[src/rtl/syzygy_adc_frame_align.sv]
// Frame-clock bit-alignment trainer: slips the ISERDES until the FR lane word matches
// FRAME_PATTERN, then monitors it and retrains on lock loss, realign or a run of misses.
module syzygy_adc_frame_align #(
  parameter int               WIDTH         = 8,
  parameter logic [WIDTH-1:0] FRAME_PATTERN = 8'hF0,
  parameter int               LOCK_WAIT     = 64,
  parameter int               SETTLE_CYCLES = 4,
  parameter int               MATCH_COUNT   = 16,
  parameter int               MISS_LIMIT    = 4,
  parameter int               MAX_SLIPS     = 8
) (
  input  logic             clk,
  input  logic             reset_n,
  input  logic             locked,
  input  logic             realign,
  input  logic [WIDTH-1:0] frame_data,
  output logic             bitslip,
  output logic             aligned,
  output logic             fail,
  output logic [3:0]       slip_count,
  output logic [2:0]       state
);

  localparam int WW = $clog2(LOCK_WAIT + 1);
  localparam int SW = $clog2(SETTLE_CYCLES + 1);
  localparam int MW = $clog2(MATCH_COUNT + 1);
  localparam int XW = $clog2(MISS_LIMIT + 1);

  localparam logic [WW-1:0] WAIT_LAST   = WW'(LOCK_WAIT - 1);
  localparam logic [SW-1:0] SETTLE_LAST = SW'(SETTLE_CYCLES - 1);
  localparam logic [MW-1:0] MATCH_LAST  = MW'(MATCH_COUNT - 1);
  localparam logic [XW-1:0] MISS_LAST   = XW'(MISS_LIMIT - 1);
  localparam logic [3:0]    SLIP_MAX    = 4'(MAX_SLIPS);

  typedef enum logic [2:0] {
    ST_IDLE    = 3'd0,
    ST_SETTLE  = 3'd1,
    ST_CHECK   = 3'd2,
    ST_SLIP    = 3'd3,
    ST_ALIGNED = 3'd4,
    ST_FAIL    = 3'd5
  } state_t;

  state_t        state_q, state_d;
  logic [1:0]    lock_sync_q;
  logic [WW-1:0] wait_q, wait_d;
  logic [SW-1:0] settle_q, settle_d;
  logic [MW-1:0] match_q, match_d;
  logic [XW-1:0] miss_q, miss_d;
  logic [3:0]    slip_q, slip_d;
  logic          fail_q, fail_d;
  logic          aligned_q, bitslip_q;
  logic          locked_s, word_ok;

  assign locked_s = lock_sync_q[1];
  assign word_ok  = (frame_data == FRAME_PATTERN);

  always_comb begin
    state_d  = state_q;
    wait_d   = wait_q;
    settle_d = settle_q;
    match_d  = match_q;
    miss_d   = miss_q;
    slip_d   = slip_q;
    fail_d   = fail_q;
    if (!locked_s) begin
      // Lock loss restarts training but leaves a previous failure visible.
      state_d  = ST_IDLE;
      wait_d   = '0;
      settle_d = '0;
      match_d  = '0;
      miss_d   = '0;
      slip_d   = '0;
    end else if (realign) begin
      state_d  = ST_IDLE;
      wait_d   = '0;
      settle_d = '0;
      match_d  = '0;
      miss_d   = '0;
      slip_d   = '0;
      fail_d   = 1'b0;
    end else begin
      case (state_q)
        ST_IDLE: begin
          if (wait_q == WAIT_LAST) begin
            state_d  = ST_SETTLE;
            wait_d   = '0;
            settle_d = '0;
            slip_d   = '0;
          end else begin
            wait_d = wait_q + 1'b1;
          end
        end
        ST_SETTLE: begin
          if (settle_q == SETTLE_LAST) begin
            state_d  = ST_CHECK;
            settle_d = '0;
            match_d  = '0;
          end else begin
            settle_d = settle_q + 1'b1;
          end
        end
        ST_CHECK: begin
          if (word_ok) begin
            if (match_q == MATCH_LAST) begin
              state_d = ST_ALIGNED;
              match_d = '0;
              miss_d  = '0;
            end else begin
              match_d = match_q + 1'b1;
            end
          end else begin
            match_d = '0;
            state_d = (slip_q == SLIP_MAX) ? ST_FAIL : ST_SLIP;
          end
        end
        ST_SLIP: begin
          if (slip_q != 4'hF) slip_d = slip_q + 1'b1;
          state_d  = ST_SETTLE;
          settle_d = '0;
        end
        ST_ALIGNED: begin
          if (word_ok) begin
            miss_d = '0;
          end else if (miss_q == MISS_LAST) begin
            state_d  = ST_SETTLE;
            settle_d = '0;
            miss_d   = '0;
            slip_d   = '0;
          end else begin
            miss_d = miss_q + 1'b1;
          end
        end
        ST_FAIL: ;
        default: state_d = ST_IDLE;
      endcase
    end
    // A successful retrain after a lock-loss clears a stale failure so aligned/fail stay exclusive.
    if (state_d == ST_ALIGNED) fail_d = 1'b0;
    else if (state_d == ST_FAIL) fail_d = 1'b1;
  end

  always_ff @(posedge clk or negedge reset_n) begin
    if (!reset_n) begin
      lock_sync_q <= '0;
      state_q     <= ST_IDLE;
      wait_q      <= '0;
      settle_q    <= '0;
      match_q     <= '0;
      miss_q      <= '0;
      slip_q      <= '0;
      fail_q      <= 1'b0;
      aligned_q   <= 1'b0;
      bitslip_q   <= 1'b0;
    end else begin
      lock_sync_q <= {lock_sync_q[0], locked};
      state_q     <= state_d;
      wait_q      <= wait_d;
      settle_q    <= settle_d;
      match_q     <= match_d;
      miss_q      <= miss_d;
      slip_q      <= slip_d;
      fail_q      <= fail_d;
      aligned_q   <= (state_d == ST_ALIGNED);
      bitslip_q   <= (state_d == ST_SLIP);
    end
  end

  assign bitslip    = bitslip_q;
  assign aligned    = aligned_q;
  assign fail       = fail_q;
  assign slip_count = slip_q;
  assign state      = state_q;

endmodule
[config.mk]
export PLATFORM = sky130hd
export DESIGN_NAME = syzygy_adc_frame_align
export DESIGN_NICKNAME = d
export VERILOG_FILES = /design/src/rtl/syzygy_adc_frame_align.sv
export SDC_FILE = /design/constraint.sdc
export NUM_CORES = 1
export LEC_CHECK = 0
export ABC_AREA = 1
export ABC_CLOCK_PERIOD_IN_PS = 2050
export BUFFER_PORTS_ARGS = -buffer_cell sky130_fd_sc_hd__buf_2
export CORE_UTILIZATION = 45
export CTS_CLUSTER_SIZE = 8
export DETAILED_ROUTE_END_ITERATION = 10
export GPL_ROUTABILITY_DRIVEN = 0
export SYNTH_ARGS = -nofsm -noshare
export SYNTH_HDL_FRONTEND = slang
export SYNTH_SLANG_ARGS = --single-unit
export TNS_END_PERCENT = 100
[constraint.sdc]
create_clock -name clk -period 2.05 [get_ports clk]
set_input_delay 0.41 -clock clk [delete_from_list [all_inputs] [get_ports clk]]
set_output_delay 0.41 -clock clk [all_outputs]
set_load 0.02 [all_outputs]
==> impl_metrics.json <==
{
  "status": "finished clean",
  "maxSlewViolCount": 0,
  "worstPathMaxFanout": 9,
  "startpoint_type": "flop",
  "drt_iter0_drc": 39,
  "num_rows": 22,
  "clkSinkCount": 30,
  "syn-cell-area_mm2": 0.00174,
  "ir_worst_vdd_mv": 0.511,
  "clk_pin_slew_ns": 0.06,
  "use_met1": 0.267,
  "ios": 22,
  "final.setup.tns_ns": 0,
  "overflow": 0,
  "grtUsageTotal": 0.201,
  "finalHoldViolCount": 0,
  "r2r_start": "lock_sync_q[1]$_DFF_PN0_",
  "cts_buffer_depth": 2,
  "syn_area_per_cell_um2": 7.82,
  "cts_made_buffers": 5,
  "start_util": 0.470,
  "hp-class": "primary input to asynchronous set/reset pin",
  "fill_cells": 384,
  "final_net_count": 268,
  "grt_pass1_vias": 1456,
  "die_w_um": 64.1,
  "use_met3": 0.0429,
  "post_cts_buffers": 0,
  "io_buffer_count": 21,
  "yosysWarnings": 0,
  "tritoncts": "yes",
  "max-cap-violations": 0,
  "grt_max_degree": 31,
  "netlist_instances": 222,
  "arrival_ns": 1.89,
  "fmax_ghz": 0.576,
  "insertion_delay_ns": 0.28,
  "synth.top_cell.area_share": 0.433,
  "endpoint_kind": "flop",
  "avgRoutedWirePerCell_um": 11.9,
  "regToRegSetupSlack_ns": 0.32,
  "drt-total-wl_um": 3550,
  "synth-seq-cells": 30,
  "num_vias": 1457,
  "synth_area_leaders": "dfrtp_1, nand2_1, inv_1, nand3_1, nor2_1",
  "place_hpwl_um": 2770,
  "firstDrtPassIters": 5,
  "yosysTopAreaCell": "dfrtp_1",
  "multi_input_area_um2": 835,
  "grt_antenna_before_repair": 0,
  "place_inst": 291,
  "die_h_um": 64.1,
  "insertedDiodeCount": 0,
  "ant_nets": 0,
  "power.density_mw_per_mm2": 557,
  "ys_types": 29,
  "skew_ns": 0.00740,
  "finish.utilization": 0.537,
  "seq_area_frac_synth": 0.433,
  "vias_per_cell": 4.89,
  "synth_nets": 240,
  "final_cells": 298,
  "p_leak_uw": 0.000987,
  "period_minus_slack_ns": 1.73,
  "grt_pass1_wl_um": 6300,
  "use_met2": 0.326,
  "drive_gt1_frac": 0.196,
  "cts_resized": 0,
  "htree_levels": 2,
  "rsz0062_at_grt": "false",
  "fin_crit_sh": 0.846,
  "cts_hold_buf": 0,
  "reg2reg_depth": 9,
  "syn_to_final_growth_pct": 14.1,
  "top_usage_layer": "met2",
  "maxSlewHeadroom": 0.552,
  "die-area_mm2": 0.00411,
  "worst_r2r_endpoint": "slip_count[0]$_DFFE_PN0P_",
  "setup_viol": 0,
  "root_buffer": "clkbuf_8",
  "max_slew.worst_pin.slew_ns": 0.673,
  "cp.required_ns": 2.21,
  "drc": 0,
  "regArea_um2": 751,
  "core_area_mm2": 0.00369,
  "crit_type": "flop to flop"
}
## stage by stage
step                worst slack, ns  total power, uW  cell area (um^2)  hold slack (ns)
floorplan                     0.480              642              1740            0.114
global placement              0.349              675              1900            0.352
detailed placement            0.280              675              1900            0.352
CTS                           0.335             1120              1980            0.186
finish                        0.315             1100              1980            0.161
global route                 0.0849             1150              1980            0.227
## cell usage after synthesis
master	number
a21oi_1	5
dfrtp_1	30
or4_1	1
a31oi_1	1
nand2_1	42
xor2_1	4
nor2_1	24
nor2_2	3
nor3_1	6
inv_1	31
o22ai_1	4
nor2_4	2
xnor2_1	2
nor4_1	2
nand4_1	2
o21ai_2	1
nand2_4	1
a21boi_0	2
a22o_1	1
o21ai_0	8
nand3_2	1
ha_1	6
mux2i_1	1
nand3_1	23
o21ai_1	5
a21oi_4	1
nor3_2	3
inv_2	9
o311ai_1	1
## cell type report
cell class,count,share of cell area
clock inverters,2,0.00506
inverters,40,0.0759
flip-flops and latches,30,0.379
clock buffers,5,0.0348
well taps,48,0.0303
repair buffers,21,0.0531
multi-input cells,152,0.422
## worst max-delay path, cell delays in order, from the launching register on
cell and delay, ns:
dfrtp_1 0.43, inv_2 0.09, nor2_4 0.19, inv_2 0.15
nor3_1 0.34, nor2_1 0.11, o21ai_2 0.08, nor2_2 0.08
nand3_1 0.08, o21ai_1 0.07
## how the worst max path moves through the flow
stage / startpoint / end / slack (ns)
after floorplan: state[0]$_DFF_PN0_ / fail$_DFFE_PN0P_ / 0.48
after global placement: match_q[0]$_DFFE_PN0P_ / fail$_DFFE_PN0P_ / 0.35
final: lock_sync_q[1]$_DFF_PN0_ / slip_count[0]$_DFFE_PN0P_ / 0.32
after detailed placement: realign / slip_count[1]$_DFFE_PN0P_ / 0.28
after global routing: wait_q[0]$_DFFE_PN0P_ / settle_q[2]$_DFFE_PN0P_ / 0.08
after CTS: lock_sync_q[1]$_DFF_PN0_ / slip_count[0]$_DFFE_PN0P_ / 0.34
## cell usage in the layout, fill, tap and decap left out, types with 4 or more instances in the layout
cell type  synthesis  layout
nand2_1           42      42
inv_1             31      31
dfrtp_1           30      30
nor2_1            24      24
nand3_1           23      23
buf_2              0      21
inv_2              9       9
o21ai_0            8       8
nor3_1             6       6
ha_1               6       6
a21oi_1            5       5
o21ai_1            5       5
clkbuf_8           0       5
xor2_1             4       4
o22ai_1            4       4
## power by group
group | internal (uW) | total [uW] | switching [uW] | leakage [uW]
Combinational | 19.1 | 63.9 | 44.8 | 0.000530
Clock | 227 | 438 | 211 | 0.0000438
Sequential | 596 | 600 | 3.50 | 0.000414
## per-layer routing
metal,wire [um],up-vias
met5,0,-
met4,40,0
met3,106,4
met2,1630,23
met1,1770,659
li1,-,771
## sequential cells by signal, indices dropped and copies added (netlist names), 2 cells and up
register	flops
wait_q	7
match_q	5
slip_count	4
miss_q	3
settle_q	3
state	3
lock_sync_q	2
## kinds of logic (layout without fill, tap and decap cells)
logic type | count (synthesis) | count (layout) | share of synthesized area
compound gates | 29 | 29 | 0.103
xor+xnor | 6 | 6 | 0.0303
mux | 1 | 1 | 0.00577
buf+inv | 40 | 68 | 0.0865
flops | 30 | 30 | 0.433
simple gates | 110 | 110 | 0.298
fa+ha+maj | 6 | 6 | 0.0433
Note: power is estimated with default switching activity, not from simulation.
